$ cat src/rtl/demosaic_frame_ctrl_if.sv
// Stream bundle between the upstream pixel FIFO, the frame controller and the demosaic stage.
// Names are from the controller's point of view: i* flows into it, o* flows out of it.
interface demosaic_frame_ctrl_if #(
  parameter int DATA_W = 8
);
  logic [DATA_W-1:0] iData;
  logic              iValid;
  logic              oReady;
  logic              iSinkReady;
  logic [DATA_W-1:0] oDmData;
  logic              oDmValid;
  logic              oDmReset;
  logic              iDmValid;
  logic              iDmDone;

  modport slave (
    input  iData, iValid, iSinkReady, iDmValid, iDmDone,
    output oReady, oDmData, oDmValid, oDmReset
  );

  modport master (
    output iData, iValid, iSinkReady, iDmValid, iDmDone,
    input  oReady, oDmData, oDmValid, oDmReset
  );
endinterface

$ cat src/rtl/demosaic_frame_ctrl.sv
// Frame sequencer for the neighbour demosaic: clear, forward one frame of Bayer pixels,
// inject zero flush beats, wait for the demosaic's done and check the output pixel count.
module demosaic_frame_ctrl #(
  parameter int DATA_W        = 8,
  parameter int WIDTH         = 1920,
  parameter int HEIGHT        = 1080,
  parameter int KERNEL_SIZE   = 7,
  parameter int DRAIN_TIMEOUT = 15
) (
  input  logic                 clk,
  input  logic                 reset,
  input  logic                 iStart,
  demosaic_frame_ctrl_if.slave bus,
  output logic                 oBusy,
  output logic                 oDone,
  output logic                 oError,
  output logic [31:0]          oPixCnt
);

  localparam logic [31:0] FRAME_N    = 32'(WIDTH * HEIGHT);
  localparam logic [31:0] FLUSH_N    = 32'(WIDTH * ((KERNEL_SIZE - 1) / 2 + 1));
  localparam logic [31:0] DRAIN_LAST = 32'(DRAIN_TIMEOUT - 1);

  localparam logic [2:0] S_IDLE  = 3'd0;
  localparam logic [2:0] S_CLR   = 3'd1;
  localparam logic [2:0] S_FILL  = 3'd2;
  localparam logic [2:0] S_FLUSH = 3'd3;
  localparam logic [2:0] S_DRAIN = 3'd4;
  localparam logic [2:0] S_DONE  = 3'd5;

  logic [2:0]        state_q, state_d;
  logic [31:0]       in_cnt_q, in_cnt_d;
  logic [31:0]       flush_cnt_q, flush_cnt_d;
  logic [31:0]       drain_cnt_q, drain_cnt_d;
  logic [31:0]       pix_cnt_q, pix_cnt_d;
  logic              error_q, error_d;
  logic              dm_valid_q, dm_valid_d;
  logic [DATA_W-1:0] dm_data_q, dm_data_d;
  logic              beat;

  always_comb begin
    state_d     = state_q;
    in_cnt_d    = in_cnt_q;
    flush_cnt_d = flush_cnt_q;
    drain_cnt_d = drain_cnt_q;
    error_d     = error_q;
    dm_data_d   = dm_data_q;
    beat        = 1'b0;

    // Output pixels are counted in every busy state, saturating at all-ones.
    pix_cnt_d = pix_cnt_q;
    if ((state_q != S_IDLE) && bus.iDmValid && (pix_cnt_q != 32'hFFFF_FFFF))
      pix_cnt_d = pix_cnt_q + 32'd1;

    case (state_q)
      S_IDLE: begin
        if (iStart) begin
          state_d     = S_CLR;
          error_d     = 1'b0;
          pix_cnt_d   = '0;
          in_cnt_d    = '0;
          flush_cnt_d = '0;
          drain_cnt_d = '0;
        end
      end
      S_CLR: state_d = S_FILL;
      S_FILL: begin
        if (bus.iValid && bus.iSinkReady) begin
          beat      = 1'b1;
          dm_data_d = bus.iData;
          in_cnt_d  = in_cnt_q + 32'd1;
          if (in_cnt_q == FRAME_N - 32'd1) state_d = S_FLUSH;
        end
      end
      S_FLUSH: begin
        if (bus.iSinkReady) begin
          beat        = 1'b1;
          dm_data_d   = '0;
          flush_cnt_d = flush_cnt_q + 32'd1;
          if (flush_cnt_q == FLUSH_N - 32'd1) state_d = S_DRAIN;
        end
      end
      S_DRAIN: begin
        if (bus.iDmDone) begin
          state_d = S_DONE;
        end else if (drain_cnt_q == DRAIN_LAST) begin
          error_d = 1'b1;
          state_d = S_DONE;
        end else begin
          drain_cnt_d = drain_cnt_q + 32'd1;
        end
      end
      S_DONE: begin
        // pix_cnt_d already includes an output sampled in this very cycle.
        error_d = error_q | (pix_cnt_d != FRAME_N);
        state_d = S_IDLE;
      end
      default: state_d = S_IDLE;
    endcase

    dm_valid_d = beat;
  end

  always_ff @(posedge clk) begin
    if (reset) begin
      state_q     <= S_IDLE;
      in_cnt_q    <= '0;
      flush_cnt_q <= '0;
      drain_cnt_q <= '0;
      pix_cnt_q   <= '0;
      error_q     <= 1'b0;
      dm_valid_q  <= 1'b0;
      dm_data_q   <= '0;
    end else begin
      state_q     <= state_d;
      in_cnt_q    <= in_cnt_d;
      flush_cnt_q <= flush_cnt_d;
      drain_cnt_q <= drain_cnt_d;
      pix_cnt_q   <= pix_cnt_d;
      error_q     <= error_d;
      dm_valid_q  <= dm_valid_d;
      dm_data_q   <= dm_data_d;
    end
  end

  assign bus.oReady   = (state_q == S_FILL) && bus.iSinkReady;
  assign bus.oDmData  = dm_data_q;
  assign bus.oDmValid = dm_valid_q;
  assign bus.oDmReset = reset || (state_q == S_CLR);
  assign oBusy        = (state_q != S_IDLE);
  assign oDone        = (state_q == S_DONE);
  assign oError       = error_q;
  assign oPixCnt      = pix_cnt_q;

endmodule

$ cat src/flat_wrapper.sv
// flat-port wrapper written by rule: the top's interface ports become plain ports
module demosaic_frame_ctrl_flat 
#(
  parameter int DATA_W        = 8,
  parameter int WIDTH         = 1920,
  parameter int HEIGHT        = 1080,
  parameter int KERNEL_SIZE   = 7,
  parameter int DRAIN_TIMEOUT = 15
)
  (clk, reset, iStart, oBusy, oDone, oError, oPixCnt, bus_iData, bus_iValid, bus_iSinkReady, bus_iDmValid, bus_iDmDone, bus_oReady, bus_oDmData, bus_oDmValid, bus_oDmReset);
  demosaic_frame_ctrl_if #(.DATA_W(DATA_W)) bus_i ();
  input  logic clk;
  input  logic reset;
  input  logic iStart;
  output logic oBusy;
  output logic oDone;
  output logic oError;
  output logic [31:0] oPixCnt;
  input wire logic [$bits(bus_i.iData)-1:0] bus_iData;
  input wire logic [$bits(bus_i.iValid)-1:0] bus_iValid;
  input wire logic [$bits(bus_i.iSinkReady)-1:0] bus_iSinkReady;
  input wire logic [$bits(bus_i.iDmValid)-1:0] bus_iDmValid;
  input wire logic [$bits(bus_i.iDmDone)-1:0] bus_iDmDone;
  output wire logic [$bits(bus_i.oReady)-1:0] bus_oReady;
  output wire logic [$bits(bus_i.oDmData)-1:0] bus_oDmData;
  output wire logic [$bits(bus_i.oDmValid)-1:0] bus_oDmValid;
  output wire logic [$bits(bus_i.oDmReset)-1:0] bus_oDmReset;
  assign bus_i.iData = bus_iData;
  assign bus_i.iValid = bus_iValid;
  assign bus_i.iSinkReady = bus_iSinkReady;
  assign bus_i.iDmValid = bus_iDmValid;
  assign bus_i.iDmDone = bus_iDmDone;
  assign bus_oReady = bus_i.oReady;
  assign bus_oDmData = bus_i.oDmData;
  assign bus_oDmValid = bus_i.oDmValid;
  assign bus_oDmReset = bus_i.oDmReset;
  demosaic_frame_ctrl #(.DATA_W(DATA_W), .WIDTH(WIDTH), .HEIGHT(HEIGHT), .KERNEL_SIZE(KERNEL_SIZE), .DRAIN_TIMEOUT(DRAIN_TIMEOUT)) u_core (.clk(clk), .reset(reset), .iStart(iStart), .bus(bus_i), .oBusy(oBusy), .oDone(oDone), .oError(oError), .oPixCnt(oPixCnt));
endmodule
$ cat config.mk
export PLATFORM = sky130hd
export DESIGN_NAME = demosaic_frame_ctrl_flat
export DESIGN_NICKNAME = d
export VERILOG_FILES = /design/src/rtl/demosaic_frame_ctrl_if.sv /design/src/rtl/demosaic_frame_ctrl.sv /design/src/flat_wrapper.sv
export SDC_FILE = /design/constraint.sdc
export NUM_CORES = 1
export LEC_CHECK = 0
export ABC_AREA = 1
export CAP_MARGIN = 20
export CORE_ASPECT_RATIO = 2
export CORE_MARGIN = 2
export CORE_UTILIZATION = 60
export CTS_CLUSTER_SIZE = 12
export DETAILED_ROUTE_END_ITERATION = 8
export DONT_BUFFER_PORTS = 1
export GPL_TIMING_DRIVEN = 1
export PLACE_DENSITY = 0.76
export SYNTH_ARGS = -nofsm -noshare
export SYNTH_HDL_FRONTEND = slang
export SYNTH_SLANG_ARGS = --single-unit
$ cat constraint.sdc
create_clock -name clk -period 2.5 [get_ports clk]
set_clock_uncertainty 0.1 [all_clocks]
set_input_delay 0.375 -clock clk [delete_from_list [all_inputs] [get_ports clk]]
set_output_delay 0.375 -clock clk [all_outputs]
set_load 0.01 [all_outputs]
# Word-level counts from Yosys, hierarchy flattened
# Index checks and enable logic that the tools add are counted.
[word_totals] in_bits=15 reg_bits=141 wordCells=79 out_inout_bits=46
[classes] n_eq_ne=19 n_addsub=4 n_reduce_logical=18 n_mux=29 bitwise_logic=1
[op_table] operator="two-way mux 32 bit" count=8
[op_table] operator="one-hot mux 32 bit (2 select lines)" count=3
[op_table] operator="adder 32 x 1 -> 32 bit, second input constant" count=4
[op_table] operator="== test 32 x 13 -> 1 bit, second input constant" count=1
[op_table] operator="== test 32 x 21 -> 1 bit, second input constant" count=1
[op_table] operator="== test 32 x 4 -> 1 bit, second input constant" count=1
[op_table] operator="!= test 32 x 21 -> 1 bit, second input constant" count=1
[op_table] operator="!= test 32 bit, second input constant" count=1
[op_table] operator="two-way mux 3 bit" count=7
[op_table] operator="two-way mux 8 bit" count=2
[op_table] operator="one-hot mux 8 bit (2 select lines)" count=1
[op_table] operator="one-hot mux 3 bit (5 select lines)" count=1
[op_table] operator="AND reduction 3 bit" count=3
[op_table] operator="!= test 2 x 1 -> 1 bit, second input constant" count=4
[op_table] operator="!= test 2 bit, second input constant" count=4
[op_table] operator="AND reduction 4 bit" count=2
[op_table] operator="nonzero test 2 bit" count=4
[op_table] operator="== test 3 x 2 -> 1 bit, second input constant" count=2
[op_table] operator="== test 3 bit, second input constant" count=2
[op_table] operator="AND reduction 6 bit" count=1
[op_table] operator="nonzero test 3 bit" count=2
[op_table] operator="two-way mux 1 bit" count=5
[op_table] operator="logical AND 1 bit" count=4
[op_table] operator="== test 3 x 1 -> 1 bit, second input constant" count=1
[op_table] operator="6 further kinds" count=6

# Longest topological paths before layout
# Gate-level depths: netlist of run 1.
[logic_depth] depth_word=7 depth_mapped=18 mapped_depth_nobuf=17

# Least setup slack after synthesis of run 1
# Ideal clock, no wire load.
[synth_path] path_kind="register to register" from="reg u_core.pix_cnt_q[1], in the netlist u_core.oPixCnt[1]" to="reg u_core.error_q, in the netlist u_core.oError" required_time_ps=2278 setup_slack_ps=337 arrival_ps=1941 setup_ps=122 path_stages_with_launch=18 path_buffers=1 period_less_slack_ps=2163 cell_sequence="dfxtp_1 ha_1 inv_2 nor2_4 nand2_4 nor2_4 nand2_2 nand2_2 buf_4 nand2_1 o21ai_1 nand3_1 nor2_1 nand2_1 nor2_1 nand2_1 nand2_1 a21oi_2"
[synth_via] elab_chain_cells=6
[synth_rtl] item="from (decl)" line="demosaic_frame_ctrl.sv:35" source="logic [31:0] pix_cnt_q, pix_cnt_d;"
[synth_rtl] item="from (signal assigned)" line="demosaic_frame_ctrl.sv:119" source="pix_cnt_q <= pix_cnt_d;"
[synth_rtl] item="parallel branches: the longest is 2 deep, another holds adder 32 x 1 -> 32 bit"
[synth_rtl] item="two-way mux 32 bit *" line="demosaic_frame_ctrl.sv:52" source="if ((state_q != S_IDLE) && bus.iDmValid && (pix_cnt_q != 32'hFFFF_FFFF))"
[synth_rtl] item="!= test 32 x 21 -> 1 bit *" line="demosaic_frame_ctrl.sv:95" source="error_d = error_q | (pix_cnt_d != FRAME_N);"
[synth_rtl] item="OR 1 bit *" line="demosaic_frame_ctrl.sv:95"
[synth_rtl] item="one-hot mux 1 bit (3 select lines) *" line="demosaic_frame_ctrl.sv:55" source="case (state_q)"
[synth_rtl] item="to (signal assigned)" line="demosaic_frame_ctrl.sv:120" source="error_q <= error_d;"
[synth_rtl] item="to (decl)" line="demosaic_frame_ctrl.sv:36" source="logic error_q, error_d;"
# Every way passes the cells marked *.
# A chain may end at the register's enable or synchronous reset.

# Worst setup path after layout of run 1
# Same ends and word-level chain as after synthesis.

==> results of run 1 <==
[what timing repair did]
action | in CTS | in global routing
hold buffers | 9 | 0
buffers inserted | 0 | 3
cloned | 0 | 1
hold endpoints to repair | 50 | 0
pin swaps | 0 | 2
setup endpoints to repair | 1 | 34
resized for setup | 1 | 29
[state kept, by name (all words and copies together), names as in the netlist]
| register | cells |
|---|---|
| u_core.drain_cnt_q | 32 |
| u_core.flush_cnt_q | 32 |
| u_core.in_cnt_q | 32 |
| u_core.oPixCnt | 32 |
| u_core.bus.oDmData | 8 |
| u_core.state_q | 3 |
| u_core.bus.oDmValid | 1 |
| u_core.oError | 1 |
[synthesized netlist by cell type (4+ instances only)]
cell type	instances
ha_1	5
o21ai_0	43
nand4_1	28
buf_1	4
nand3_1	58
nand3b_1	10
nor2_2	10
nand2_1	330
nor3_1	64
nor4_1	29
inv_1	144
o21a_1	4
buf_2	5
a211oi_1	6
nand2_2	8
inv_2	8
dfxtp_1	141
xor2_1	23
o21ai_1	4
xnor2_1	6
o31ai_1	5
a21oi_1	89
nor2_1	190
clkbuf_1	18
a22oi_1	4
[critical path, cell delays in order (launching register included)]
cell,delay (ns)
dfxtp_1,0.34
buf_4,0.15
nand2_1,0.07
nor2_2,0.15
nand2_1,0.11
nor2_1,0.32
nand2_1,0.11
nand2_1,0.09
nand2_1,0.08
nand2_1,0.06
o21ai_1,0.07
nor2_1,0.18
nand3_2,0.13
nor2_1,0.11
nand2_1,0.07
nand2_1,0.07
a21oi_2,0.05
[cell type report]
class / count / area [um2]
multi-input cells: 947 / 4590
fillers: 1155 / 4010
flip-flops and latches: 141 / 2830
inverters: 153 / 578
repair buffers: 56 / 482
clock buffers: 19 / 443
well taps: 155 / 194
clock inverters: 13 / 153
repair inverters: 1 / 7.51
[per-stage QoR]
| step | setup slack (ns) | area (um2) | setup TNS (ns) | utilization |
|---|---|---|---|---|
| 2_1_floorplan | 0.337 | 8060 | 0 | - |
| 3_3_place_gp | 0.0416 | 8460 | 0 | 0.637 |
| 3_5_place_dp | 0.00188 | 8460 | 0 | 0.637 |
| 4_1_cts | 0.00356 | 9160 | 0 | 0.689 |
| 5_1_grt | -0.0138 | 9270 | -0.0138 | 0.698 |
| 6_report | 0.127 | 9270 | 0 | 0.698 |
[layer usage]
metal	vias to the layer above	track usage	wire, um
li1	4241	-	-
met4	0	0.117	613
met2	315	0.510	10900
met5	-	0	0
met1	3857	0.399	9660
met3	54	0.0637	1350
[how the worst max path moves through the flow]
stage | startpoint | endpoint | slack (ns) | cells after the start
finish | u_core.oPixCnt[1] | u_core.oError | 0.13 | 16
floorplan | u_core.oPixCnt[1] | u_core.oError | 0.34 | 17
CTS | u_core.oPixCnt[0] | u_core.oError | 0.004 | 16
global route | u_core.oPixCnt[18] | u_core.oError | -0.01 | 15
global placement | u_core.oPixCnt[0] | u_core.oError | 0.04 | 17
detailed placement | u_core.oPixCnt[0] | u_core.oError | 0.002 | 17
[cells by family (layout without fill, tap and decap cells)]
| group | Yosys count | count (layout) | synth area share |
|---|---|---|---|
| AOI/OAI and AO/OA | 171 | 171 | 0.119 |
| and+or+nand+nor | 742 | 742 | 0.403 |
| xor gates and xnor gates | 29 | 29 | 0.0315 |
| DFF | 141 | 141 | 0.350 |
| adders and majority gates | 5 | 5 | 0.00776 |
| buffers and inverters | 184 | 242 | 0.0888 |
[report_power, final]
part,switching [mW],leakage (nW),internal [mW],total [mW]
Combinational,1.05,1.87,0.413,1.46
Clock,1.07,0.282,1.52,2.59
Sequential,0.0911,1.14,2.33,2.42
==> flow_summary.yaml, run 1 <==
pwr:
  peakVddDrop_v: 0.000506
  power_density_nw_per_um2: 698
  power_mw: 6.47
  leakagePower_nw: 3.29
sta:
  report.final.slew_viol_count: 0
  min_period_ns: 2.37
  fmax_mhz: 421
  fin_crit_sh: 0.949
  setup_viol: 0
  slew_headroom: 0.609
  fin_hold_ws_ns: 0.0591
  hold_violations: 0
  worst_slew_pin_slew_ns: 0.586
floorplanning:
  die_h_um: 168
  io_pins: 61
  floorplan.die_area_um2: 14400
  row_count: 60
  core_um2: 13300
  die_w_um: 86.0
  initial_core_util: 0.607
clock_network:
  htreeDepth: 4
  clockBufferDepth: 2
  cts_tree: "yes"
  clkSinkCount: 141
  cts_buffers: 17
  clockRootBuffer: "clkbuf_16"
  clock_latency_ns: 0.42
  clk_pin_slew_worst_paths_ns: 0.06
synth:
  async_flop_share: 0
  synth-edff-count: 0
  syn_area_per_cell_um2: 6.34
  synth_ff_type: "dfxtp_1"
  synth_cell_type_count: 47
  synth_area_um2: 8060
  ys_seq_area_frac: 0.350
  synth_seq_cells: 141
  synth_top_area_cell: "dfxtp_1"
  synthCells: 1272
  synth.area.top_cells: "dfxtp_1, nand2_1, nor2_1"
  yosysWarnings: 0
  synthesis.nets: 1292
  synth_top_area_frac: 0.350
finish:
  area_growth_pct: 15.0
  final_cell_mix: "nand2_1, nor2_1, inv_1, dfxtp_1, a21oi_1"
  final_cells: 1485
  insertedDiodeCount: 0
  layout_commonest_cell: "nand2_1"
  drive_gt1_frac: 0.111
  nets: 1337
global_routing:
  track_usage: 0.311
  grt_pass1_wl_um: 36900
  grt_max_degree: 51
  grt_overflow_total: 0
  grt_pass1_vias: 7922
  antenna_found_initial: 0
placed_design:
  place_hpwl_um: 16000
  place_congestion: 0.985
  port_buffers: 0
  post-place-cells: 1440
detailed_routing:
  drt-vias-per-instance: 5.70
  wl_per_cell_um: 15.2
  ant_nets: 0
  drtPass1Iterations: 6
  postRouteWirelength_um: 22500
  drc_errors: 0
  drtIter0Drc: 670
  routed-via-count: 8467
status:
  status: "finished clean"
worst_setup_path:
  cp.arrival_ns: 2.58
  cp_data_required_time_ns: 2.70
  worst-setup-path-type: "flip-flop to flip-flop"
  r2r_slack_ns: 0.13
  rr_worst_depth: 16
  r2r_end: "u_core.oError"
  crit_path_max_fanout: 4
  cp-end-kind: "flip-flop"
  start_kind: "flip-flop"
  reg2reg_from: "u_core.oPixCnt[1]"
hold_path:
  hold_class: "input port to flip-flop"
  holdCritStartpoint: "reset"
  holdPathStages: 3
  whs_endpoint: "u_core.in_cnt_q[29]"
flow_run:
  maxCapViolCount: 0
Power figures use the tool's default switching activity.
==> run 2, diff against run 1 <==
--- a/config.mk
+++ b/config.mk
@@ -5,7 +5,7 @@
 export SDC_FILE = /design/constraint.sdc
 export NUM_CORES = 1
 export LEC_CHECK = 0
-export ABC_AREA = 1
+export ABC_AREA = 0
 export CAP_MARGIN = 20
 export CORE_ASPECT_RATIO = 2
 export CORE_MARGIN = 2
@@ -15,6 +15,7 @@
 export DONT_BUFFER_PORTS = 1
 export GPL_TIMING_DRIVEN = 1
 export PLACE_DENSITY = 0.76
+export REMOVE_ABC_BUFFERS = 1
 export SYNTH_ARGS = -nofsm -noshare
 export SYNTH_HDL_FRONTEND = slang
 export SYNTH_SLANG_ARGS = --single-unit
==> run 2 against run 1 <==
Wire length decreased by 19%. Combinational power decreased by 35%. Clock power decreased by 8.5%. Total power decreased by 13%. Die area decreased by 13%. First-iteration DRC count decreased by 38%. Maximum frequency decreased by 2.1%. Largest power group unchanged.
==> flow_summary.yaml, run 2 <==
sta:
  slew_headroom: 0.611
  min_period_ns: 2.43
  fmax_mhz: 412
  worst_slew_pin_slew_ns: 0.582
  setup_viol: 0
  fin_hold_ws_ns: 0.00384
  report.final.slew_viol_count: 0
  hold_violations: 0
  rsz0062_at_grt: "yes"
  fin_crit_sh: 0.970
detailed_routing:
  met2_length_um: 9760
  ant_nets: 0
  postRouteWirelength_um: 18200
  m1WireLength_um: 6680
  dr.max_layer_used: "met4"
  routed-via-count: 6642
  drtPass1Iterations: 5
  wl_met3_um: 941
  drtIter0Drc: 414
  drc_errors: 0
  drt-vias-per-instance: 6.18
  wl_per_cell_um: 17.0
synth:
  synth_top_area_frac: 0.404
  synth_top_area_cell: "dfxtp_1"
  synth_cell_type_count: 67
  synth.area.top_cells: "dfxtp_1, nor2_1, xor2_1"
  yosysMostFrequentCell: "nor2_1"
  netlist_top_cells_count: "nor2_1, dfxtp_1, nand3_1"
  ys_seq_area_frac: 0.404
  synth_area_um2: 6990
  synth_ff_type: "dfxtp_1"
  synth-edff-count: 0
  syn_area_per_cell_um2: 8.19
  yosysWarnings: 0
  synth_seq_cells: 141
  async_flop_share: 0
  synthCells: 854
floorplanning:
  row_count: 55
  die_h_um: 157
  core_um2: 11400
  floorplan.die_area_um2: 12600
  initial_core_util: 0.616
  io_pins: 61
  die_w_um: 80.3
pwr:
  switching_share: 0.290
  comb_power_share: 0.166
  p_switching_mw: 1.64
  p_seq_frac: 0.415
  clkPwrFrac: 0.419
  power_density_nw_per_um2: 678
  p_int_mw: 4.02
  peakVddDrop_v: 0.000671
  leakagePower_nw: 3.07
global_routing:
  track_usage: 0.293
  grt_pass1_vias: 6633
  grt_max_degree: 51
  antenna_found_initial: 0
  grt_overflow_total: 0
  grt_pass1_wl_um: 29600
finish:
  insertedDiodeCount: 0
  drive_gt1_frac: 0.183
  multi_input_area_um2: 4100
  final_cells: 1075
  fin_area_um2: 8340
  seqCellArea_um2: 2840
  area_growth_pct: 19.3
  fill_cells: 850
  layout_commonest_cell: "nor2_1"
  nets: 941
  final_cell_mix: "nor2_1, dfxtp_1, buf_4, nand2_1, nand3_1"
hold_path:
  hold_class: "input port to flip-flop"
worst_setup_path:
  cp.arrival_ns: 2.64
  cp_data_required_time_ns: 2.71
  crit_path_max_fanout: 8
  worst-setup-path-type: "flip-flop to flip-flop"
  start_kind: "flip-flop"
  cp-end-kind: "flip-flop"
flow_run:
  maxCapViolCount: 0
clock_network:
  cts_buffers: 17
  clockRootBuffer: "clkbuf_16"
  clkSinkCount: 141
  clockBufferDepth: 2
  clock_latency_ns: 0.42
  cts_tree: "yes"
  clk_pin_slew_worst_paths_ns: 0.06
  htreeDepth: 4
placed_design:
  place_congestion: 0.941
  dpl-instance-area_um2: 7610
  port_buffers: 0
  post-place-cells: 1038
  place_hpwl_um: 12700
status:
  status: "finished clean"
[run 2: area by class of cell]
cell class                 count  area share
clock buffer                  18      0.0514
clock inverter                13      0.0141
inverter                      10     0.00450
multi-input combinational    671       0.491
sequential                   141       0.341
tap                          142      0.0213
timing repair buffer          80      0.0765
[run 2: stage by stage]
stage | utilization | power (mW) | setup TNS [ns] | setup WS, ns
6_report | 0.735 | 5.66 | 0 | 0.0745
5_1_grt | 0.735 | 5.85 | -0.149 | -0.0276
4_1_cts | 0.722 | 5.64 | 0 | 0.00635
3_5_place_dp | 0.670 | 3.27 | -0.279 | -0.0655
3_3_place_gp | 0.670 | 3.24 | 0 | 0.0361
2_1_floorplan | - | 2.87 | -77.42 | -0.950
[run 2: worst max-delay path, cell delays in order, from the launching register on]
cell	delay (ns)
dfxtp_1	0.34
and4_1	0.28
and4_2	0.33
a31o_4	0.25
nor2_1	0.10
or3b_2	0.46
a21oi_2	0.17
and4_1	0.23
a21oi_2	0.06
[run 2: per-layer routing]
layer / track usage / vias to the layer above
li1: - / 3162
met1: 0.294 / 3164
met2: 0.539 / 238
met3: 0.0565 / 78
met4: 0.175 / 0
met5: 0 / -
[run 2: kinds of logic after synthesis]
| family | after synthesis | share of synthesized area |
|---|---|---|
| flip-flops | 141 | 0.404 |
| XOR/XNOR | 88 | 0.110 |
| AO/OA/AOI/OAI | 107 | 0.0963 |
| buffers and inverters | 42 | 0.0270 |
| adder cells (fa/ha/maj) | 5 | 0.00895 |
| AND/OR/NAND/NOR | 462 | 0.340 |
| multiplexers | 9 | 0.0136 |
[run 2: path summary, 6_finish.rpt]
check | startpoint | cells past startpoint | slack (ns) | to
worst max-delay path | u_core.oPixCnt[13] | 8 | 0.07 | u_core.oError
worst min register to register | u_core.in_cnt_q[1] | 2 | 0.40 | u_core.in_cnt_q[1]
worst min-delay path | reset | 2 | 0.004 | u_core.state_q[0]
worst max register to register | u_core.oPixCnt[13] | 8 | 0.07 | u_core.oError
[run 2: timing repair]
| item | CTS | global route |
|---|---|---|
| pin swaps | 0 | 7 |
| setup buffers | 1 | 5 |
| hold buffers | 1 | 0 |
| hold endpoints to repair | 41 | 0 |
| setup endpoints to repair | 8 | 29 |
| resized for setup | 3 | 34 |
[run 2: power groups by stage]
stage / Combinational, mW / Sequential [mW] / Clock, mW
2_1_floorplan: 0.457 / 2.41 / 0
3_3_place_gp: 0.858 / 2.38 / 0
3_5_place_dp: 0.884 / 2.39 / 0
4_1_cts: 0.903 / 2.34 / 2.39
5_1_grt: 1.02 / 2.35 / 2.48
6_report: 0.942 / 2.35 / 2.37
==> run 3, diff against run 2 <==
--- a/config.mk
+++ b/config.mk
@@ -10,6 +10,7 @@
 export CORE_ASPECT_RATIO = 2
 export CORE_MARGIN = 2
 export CORE_UTILIZATION = 60
+export CTS_CLUSTER_DIAMETER = 150
 export CTS_CLUSTER_SIZE = 12
 export DETAILED_ROUTE_END_ITERATION = 8
 export DONT_BUFFER_PORTS = 1
==> results of run 3 <==
Same layout as run 2: the final DEF is identical, and so are final timing and power.
